[config.mk]
export PLATFORM = sky130hd
export DESIGN_NAME = dvp_frame_tx
export DESIGN_NICKNAME = d
export VERILOG_FILES = /design/src/rtl/dvp_pkg.sv /design/src/rtl/dvp_word_serializer.sv /design/src/rtl/dvp_frame_tx.sv
export SDC_FILE = /design/constraint.sdc
export NUM_CORES = 1
export LEC_CHECK = 0
export BUFFER_PORTS_ARGS = -buffer_cell sky130_fd_sc_hd__buf_2
export CAP_MARGIN = 25
export CORE_MARGIN = 5
export CORE_UTILIZATION = 59
export CTS_CLUSTER_DIAMETER = 50
export CTS_CLUSTER_SIZE = 20
export DETAILED_ROUTE_END_ITERATION = 6
export HOLD_SLACK_MARGIN = 0.15
export PLACE_DENSITY = 0.8
export SLEW_MARGIN = 5
export SYNTH_ARGS = -nofsm -noshare
export SYNTH_HDL_FRONTEND = slang
export SYNTH_SLANG_ARGS = --single-unit
[constraint.sdc]
create_clock -name clk -period 5.62 [get_ports clk]
set_input_delay 0.281 -clock clk [delete_from_list [all_inputs] [get_ports clk]]
set_output_delay 0.281 -clock clk [all_outputs]
set_load 0.01 [all_outputs]
[src/rtl/dvp_pkg.sv]
// Shared types and constants for the DVP frame transmitter.
package dvp_pkg;

    typedef enum logic [2:0] {
        IDLE,
        VSYNC,
        VBACK,
        ACTIVE,
        VFRONT
    } dvp_state_e;

    localparam int BYTES_PER_WORD = 8;

    // Bytes leave the 64-bit word starting at bits [63:56].
    localparam bit MSB_FIRST = 1'b1;

    // Clocks per line: two bytes per RGB565 pixel plus the href-low gap.
    function automatic int line_total(input int h_active, input int h_blank);
        return 2 * h_active + h_blank;
    endfunction

endpackage

[src/rtl/dvp_word_serializer.sv]
// Holds the prefetched FIFO word and the byte shift register feeding dvp_data.
module dvp_word_serializer
    import dvp_pkg::*;
(
    input  logic        clk,
    input  logic        rst,
    input  logic        capture_i,
    input  logic        zero_i,
    input  logic        load_i,
    input  logic        shift_i,
    input  logic [63:0] word_i,
    input  logic        href_i,
    output logic [7:0]  data_o
);

    logic [63:0] next_word_q;
    logic [63:0] shift_q;

    // Capture the returned FIFO word (or zeros on underflow), then load and shift it out.
    always_ff @(posedge clk or posedge rst) begin
        if (rst) begin
            next_word_q <= '0;
            shift_q     <= '0;
        end else begin
            if (capture_i) begin
                next_word_q <= zero_i ? 64'h0 : word_i;
            end
            if (load_i) begin
                shift_q <= next_word_q;
            end else if (shift_i) begin
                shift_q <= MSB_FIRST ? (shift_q << 8) : (shift_q >> 8);
            end
        end
    end

    // Data is forced to zero outside the active part of a line.
    assign data_o = !href_i ? 8'h00 : (MSB_FIRST ? shift_q[63:56] : shift_q[7:0]);

endmodule

[src/rtl/dvp_frame_tx.sv]
// Frame/line timing FSM that replays 64-bit RGB565 words as a DVP byte stream.
module dvp_frame_tx
    import dvp_pkg::*;
#(
    parameter int H_ACTIVE    = 640,
    parameter int V_ACTIVE    = 480,
    parameter int H_BLANK     = 160,
    parameter int VSYNC_LINES = 4,
    parameter int V_BACK      = 16,
    parameter int V_FRONT     = 10,
    parameter int HW          = 12,
    parameter int VW          = 11
) (
    input  logic        clk,
    input  logic        rst,
    input  logic        enable,
    input  logic        fifo_empty,
    input  logic [63:0] fifo_rdata,
    output logic        fifo_rden,
    output logic        dvp_vsync,
    output logic        dvp_href,
    output logic [7:0]  dvp_data,
    output logic        frame_done,
    output logic        underflow
);

    localparam int LT        = line_total(H_ACTIVE, H_BLANK);
    localparam int ACT_BYTES = 2 * H_ACTIVE;

    function automatic int state_len(input dvp_state_e s);
        case (s)
            VSYNC:   return VSYNC_LINES;
            VBACK:   return V_BACK;
            ACTIVE:  return V_ACTIVE;
            VFRONT:  return V_FRONT;
            default: return 0;
        endcase
    endfunction

    // First state at or after s that has a non-zero line count; IDLE means end of frame.
    function automatic dvp_state_e skip_from(input dvp_state_e s);
        dvp_state_e r;
        r = s;
        if (r == VSYNC  && VSYNC_LINES == 0) r = VBACK;
        if (r == VBACK  && V_BACK == 0)      r = ACTIVE;
        if (r == ACTIVE && V_ACTIVE == 0)    r = VFRONT;
        if (r == VFRONT && V_FRONT == 0)     r = IDLE;
        return r;
    endfunction

    function automatic dvp_state_e next_of(input dvp_state_e s);
        case (s)
            VSYNC:   return skip_from(VBACK);
            VBACK:   return skip_from(ACTIVE);
            ACTIVE:  return skip_from(VFRONT);
            default: return IDLE;
        endcase
    endfunction

    dvp_state_e  state_q;
    logic [HW-1:0] h_q;
    logic [VW-1:0] v_q;
    logic        vsync_q, href_q, frame_done_q, underflow_q;
    logic        cap_q, cap_zero_q;

    dvp_state_e  after_state;
    dvp_state_e  line_state_d;
    logic        line_end, last_line, frame_end;
    logic        active_byte, prefetch, inline_rd, rd_want, load_word;

    // Decode line/frame boundaries, the state of the following line and the read/load strobes.
    always_comb begin
        line_end     = (h_q == HW'(LT - 1));
        last_line    = (v_q == VW'(state_len(state_q) - 1));
        after_state  = next_of(state_q);
        frame_end    = (state_q != IDLE) && line_end && last_line && (after_state == IDLE);
        line_state_d = state_q;
        if (last_line) begin
            if (after_state == IDLE) begin
                line_state_d = enable ? skip_from(VSYNC) : IDLE;
            end else begin
                line_state_d = after_state;
            end
        end
        active_byte = (state_q == ACTIVE) && (h_q < HW'(ACT_BYTES));
        // The first word of an active line is fetched near the end of the preceding line.
        prefetch    = (state_q != IDLE) && (h_q == HW'(LT - 2)) && (line_state_d == ACTIVE);
        inline_rd   = active_byte && (h_q < HW'(ACT_BYTES - BYTES_PER_WORD)) && (h_q[2:0] == 3'd6);
        rd_want     = prefetch || inline_rd;
        load_word   = active_byte && (h_q[2:0] == 3'd0);
    end

    // An empty FIFO suppresses the strobe; the serializer substitutes zeros instead.
    assign fifo_rden = rd_want && !fifo_empty;

    // Timing FSM with registered DVP outputs, so vsync/href/data share one cycle of delay.
    always_ff @(posedge clk or posedge rst) begin
        if (rst) begin
            state_q      <= IDLE;
            h_q          <= '0;
            v_q          <= '0;
            vsync_q      <= 1'b0;
            href_q       <= 1'b0;
            frame_done_q <= 1'b0;
            underflow_q  <= 1'b0;
            cap_q        <= 1'b0;
            cap_zero_q   <= 1'b0;
        end else begin
            cap_q        <= rd_want;
            cap_zero_q   <= rd_want && fifo_empty;
            vsync_q      <= (state_q == VSYNC);
            href_q       <= active_byte;
            frame_done_q <= frame_end;
            if (rd_want && fifo_empty) begin
                underflow_q <= 1'b1;
            end
            if (state_q == IDLE) begin
                h_q <= '0;
                v_q <= '0;
                if (enable) begin
                    state_q <= skip_from(VSYNC);
                end
            end else if (line_end) begin
                h_q <= '0;
                if (last_line) begin
                    v_q     <= '0;
                    state_q <= line_state_d;
                end else begin
                    v_q <= v_q + 1'b1;
                end
            end else begin
                h_q <= h_q + 1'b1;
            end
        end
    end

    assign dvp_vsync  = vsync_q;
    assign dvp_href   = href_q;
    assign frame_done = frame_done_q;
    assign underflow  = underflow_q;

    dvp_word_serializer u_ser (
        .clk       (clk),
        .rst       (rst),
        .capture_i (cap_q),
        .zero_i    (cap_zero_q),
        .load_i    (load_word),
        .shift_i   (active_byte),
        .word_i    (fifo_rdata),
        .href_i    (href_q),
        .data_o    (dvp_data)
    );

endmodule

== After elaboration in Yosys (flattened, before gate mapping) ==
Index checks and enable logic that the tools add are counted.

* Register bits after elaboration: 160
* Output and inout bits: 13
* Word-level logic and storage cells: 65

* Add/sub/neg operators: 3
* $lt $le $gt $ge: 2
* Equal/unequal tests: 10
* Mux-type cells: 18
* Reductions and logical operators: 21

{| class="wikitable"
|+ Operators with widths
! cell !! count
|-
| $mux 64 || 3
|-
| $pmux 9 s4 || 1
|-
| $mux 11 || 3
|-
| $eq 12x11->1 const B || 2
|-
| $lt 12x11->1 const B || 2
|-
| $mux 12 || 2
|-
| $mux 3 || 6
|-
| $add 12x1->12 const B || 1
|-
| $add 11x1->11 const B || 1
|-
| $eq 11x11->1 || 1
|-
| $logic_and 1x1->1 || 11
|-
| $sub 11x2->11 const B || 1
|-
| $eq 3x2->1 const B || 3
|-
| $logic_not 3->1 || 3
|-
| $pmux 3 s3 || 1
|-
| $mux 8 || 1
|-
| $eq 3x3->1 const B || 2
|-
| $reduce_bool 2->1 || 3
|-
| $eq 3x1->1 const B || 1
|-
| $reduce_and 3->1 || 1
|-
| $reduce_bool 3->1 || 1
|-
| $ne 2x2->1 const B || 1
|-
| $logic_not 1->1 || 1
|-
| $logic_or 1x1->1 || 1
|-
| $mux 1 || 1
|}

== Depth between registers and ports, before layout ==
* Depth after elaboration: 9
* Gate-level depth with buffers: 17

== Hierarchy ==
Synthesis repeated with hierarchy kept, for this count alone.

* Cells, all modules: 629
* Area total of the unflattened synthesis: 7275.7 um2

{| class="wikitable"
|+ Modules (own cells, without submodules)
! module !! instances !! cells an instance !! area each (um2) !! seq. area each (um2)
|-
| dvp_word_serializer || 1 || 430 || 5370.2 || 3203.1
|-
| dvp_frame_tx || 1 || 199 || 1905.6 || 800.8
|}

== Worst setup path after synthesis ==
No wires, ideal clock.

* Kind: reg-to-reg
* Start: register state_q[2]
* End: register state_q[0]
* Data arrival time: 3.068 ns
* Required time: 5.549 ns
* Setup slack: 2.481 ns
* Cell stages (with the launch flop): 18
* Buffers on the path: 4
* Period minus slack after synthesis: 3.139 ns
* Path through: dfrtp_1 -> buf_6 -> clkbuf_1 -> nor2_1 -> and2_1 -> inv_1 -> ha_1 -> clkbuf_1 -> inv_1 -> nor2_1 -> ha_1 -> xnor2_1 -> a211oi_1 -> o211a_1 -> o2111ai_1 -> buf_4 -> or3_1 -> nand4_1

* Longest elaborated chain between the ends: 8

{| class="wikitable"
|+ RTL lines
! item !! line !! RTL
|-
| from (decl) || dvp_frame_tx.sv:60 || <nowiki>dvp_state_e state_q;</nowiki>
|-
| from (signal assigned) || dvp_frame_tx.sv:121 || <nowiki>state_q <= skip_from(VSYNC);</nowiki>
|-
| from (signal assigned) || dvp_frame_tx.sv:127 || <nowiki>state_q <= line_state_d;</nowiki>
|-
| $eq 3x3->1, or another cell as far along || dvp_frame_tx.sv:31 || <nowiki>case (s)</nowiki>
|-
| $pmux 9 s4 / $pmux 3 s3 (equally long branches) || dvp_frame_tx.sv:31, dvp_frame_tx.sv:52 ||
|-
| $sub 11x2->11 / $logic_not 3->1 (equally long branches) || dvp_frame_tx.sv:74, dvp_frame_tx.sv:79 ||
|-
| $eq 11x11->1 / $mux 3 (equally long branches) || dvp_frame_tx.sv:74, dvp_frame_tx.sv:79 ||
|-
| $mux 3 || dvp_frame_tx.sv:78 || <nowiki>if (last_line) begin</nowiki>
|-
| $mux 3 || dvp_frame_tx.sv:125 || <nowiki>if (last_line) begin</nowiki>
|-
| $mux 3 || dvp_frame_tx.sv:123 || <nowiki>end else if (line_end) begin</nowiki>
|-
| $mux 3 || dvp_frame_tx.sv:117 || <nowiki>if (state_q == IDLE) begin</nowiki>
|}

Parallel ways exist; a longest one is shown, timed or not. The select of a mux whose other input is x is not followed.
A chain may end at the register's enable or synchronous reset.

== Final worst setup path ==
Same ends and word-level chain as after synthesis.

==> metrics.txt <==
Synth Register Bits 160; pin count of the biggest net entering global routing 109; Max-Cap Viols 0; setup bufs post-CTS 0; vias in the first global route 5,940; simple-gate portion of the synthesized area 0.209; Place WS 1.85 ns; Final WS setup 1.80 ns; reg2reg setup slack 1.80 ns; Hold Crit Class in -> async; CORE AREA 12,100 um^2; area of the die 14,700 um^2; clk slew on worst S/H paths 0.06 ns; Yosys Warn Count 0; ANT cells 0; I/O pin total 81; Setup Viol. Count Final 0; main combinational cell family by area after synthesis simple AND/OR/NAND/NOR gates; r2r startpoint state_q[2]; total power 2.45 mW; max incr delay on CP 0.67 ns; CP arrival 4.18 ns; share of the synthesized area in the top cell type 0.549; TritonCTS Buffers 17; Worst-Skew Late Latency 0.43 ns; Final period util 0.679; drc violations 0; mux contribution to synthesized area 0.00292; Final nets 1,032; CTS Buffer Depth 2; maximum VDD drop 238 uV; CTS tree built; initial antenna violation count 0; first-pass GRT wire length 28,600 um; first-pass iteration count of the detailed router 5; register area share after synthesis 0.549; Root Buffer clkbuf_16; H-Tree Level Count 4; port bufs 80; Post-synth EDFFs 0; worst path bufs/invs 1; Power Dens Cells 270 nW/um^2; CP Max Fanout 19; Synth Instances 835; Critical Path RT 5.98 ns; post-synthesis xor/xnor area fraction 0.0252; Tot GR Track Use 0.246; die height 121 um; filler cell count 835; compound-cell area share of the yosys netlist 0.135; most common cell in the netlist nand2_1; TNS Setup 0 ns; wire per inst 15.1 um; Post-Syn Area 7290 um^2; area grow syn2layout 24.5%; asr flop ratio synth 1.00; Vias/cell 5.33; global route total overflow 0; clock sinks 160; adder-cell share of the synthesized area 0.0103; Cell variety after synth 52; Worst-Margin Slew 0.904 ns; RSZ-0062 raised after global routing no; Synth Net Count 909; Die W 121 um; Total Routed Length 17,200 um; most instantiated cells after synthesis nand2_1, dfrtp_1, nor2_1, inv_1, o21ai_0; Core Rows 40; initial core utilization 0.605; DR vias 6,067; Rel. slew slack 0.397; antenna-violating nets left 0; area leader, netlist dfrtp_1; fin crit period 3.82 ns; Setup CP Type reg -> reg; share of layout cells above drive strength 1 0.134; Static Leakage 4.18 nW; cells along the critical path or3b_1 -> ha_1 -> inv_1 -> nor2_1 -> ha_1 -> xnor2_1 -> a211oi_1 -> o211a_1 -> o2111ai_1 -> or4_1 -> nand4_1; cts hold-fix bufs 67; mean area per synthesized cell 8.74 um^2; fin. max-slew vios 0; depth of the most critical reg-to-reg path 11; synth top area cells dfrtp_1, nand2_1, a31oi_1, o21ai_0, nor2_1; CP Capture Type flop; most frequent CP cell ha_1; Startpoint Class flop; Max Fclk 0.262 GHz; DR iter-0 viols 576; post-DP HPWL 10,400 um; top_reg_cell synth dfrtp_1; Clock Skew 0.00584 ns; PostCTS Resize Cnt 0; final hold viol count 0; Crit Reg-Reg Endpoint state_q[0]; CP delay by family, top simple AND/OR/NAND/NOR gates; Slowest cell on crit path dfrtp_1; outcome finished clean; Placer Congestion 0.862
cell type report:
cell class	count	area [um^2]	area share
Clock inverter	10	159	0.0175
Clock buffer	22	464	0.0511
Tap cell	168	210	0.0231
Inverter	75	288	0.0317
Timing Repair Buffer	155	1150	0.127
Sequential cell	160	4010	0.441
Multi-Input combinational cell	549	2810	0.309
routing by layer:
layer  GRT usage  vias to the layer above  wire [um]
li1            -                     2997          -
met1       0.321                     2883       7360
met2       0.404                      147       8670
met3      0.0587                       40        660
met4      0.0882                        0        474
met5           0                        -          0
placed cells by master (no fill, tap or decap), types with 2 or more instances in the layout:
cell           netlist  final
or4_1                2      2
clkinv_2             0      4
o22ai_1              2      2
nand3b_1             3      3
or3_1                5      5
a211oi_1             2      2
ha_1                 6      6
nor2b_1              5      3
nand2_1            204    204
or2_2                2      2
bufinv_16            0      4
and3_1               5      5
dfrtp_1            160    159
nor3_1               7      7
nor4_1               3      3
nand3_1              8      8
clkbuf_1            36      3
clkbuf_8             0      2
nand2b_1             4      3
inv_1               74     73
xor2_1              11     11
o31ai_1             12     12
buf_2               13     80
a31oi_1             57     57
nor2b_4              0      2
a21oi_1              5      5
buf_4                1      7
clkinvlp_4           0      2
and2_1              11     11
clkbuf_16            0     17
nand4_1              6      6
xnor2_1             10     10
nor2_1              89     89
o2111ai_1            2      2
dlygate4sd3_1        0     67
o21ai_0             67     67
how the worst max path moves through the flow:
stage | from | end | slack (ns) | cells after the start
after detailed placement | state_q[2] | state_q[0] | 1.85 | 11
final | state_q[2] | state_q[0] | 1.80 | 11
after global placement | state_q[2] | state_q[0] | 1.90 | 11
after global routing | state_q[2] | fifo_rden | 1.57 | 7
after CTS | state_q[2] | state_q[0] | 1.85 | 11
after floorplan | rst | cap_q | 1.02 | 1
registers in the layout, summed over array words and instances (netlist names):
register and cells:
cap_zero_q 1, state_q 3, frame_done 1, h_q 12, u_ser.shift_q 64, underflow 1, dvp_href 1, v_q 11
u_ser.next_word_q 64, cap_q 1, dvp_vsync 1
cells by family (layout without fill, tap and decap cells):
family	Yosys count	after routing
multiplexers	2	2
AO/OA/AOI/OAI	160	160
AND/OR/NAND/NOR	360	360
XOR/XNOR	21	21
buffers and inverters	126	262
flip-flops	160	160
adder cells (fa/ha/maj)	6	6
metrics by stage:
stage / hold WS (ns) / util / std cells / instance area, um^2
6_report: 0.346 / 0.753 / 1139 / 9080
5_1_grt: 0.349 / 0.753 / 1139 / 9080
4_1_cts: 0.453 / 0.751 / 1138 / 9060
3_5_place_dp: 0.440 / 0.644 / 1039 / 7760
3_3_place_gp: 0.437 / 0.644 / 1039 / 7760
2_1_floorplan: 0.398 / - / 835 / 7290
worst reg2reg max path, stage by stage (launching register included):
cell and delay (ns):
dfrtp_1 0.67, or3b_1 0.45, ha_1 0.32, inv_1 0.14
nor2_1 0.06, ha_1 0.28, xnor2_1 0.13, a211oi_1 0.29
o211a_1 0.22, o2111ai_1 0.45, or4_1 0.64, nand4_1 0.10
power breakdown:
part	switching, mW	leakage [nW]	internal (mW)
Sequential	0	1.88	1.15
Clock	0.448	0.300	0.765
Combinational	0.0366	2.01	0.0496
Total	0.485	4.18	1.97
Note: power is estimated with default switching activity, not from simulation.
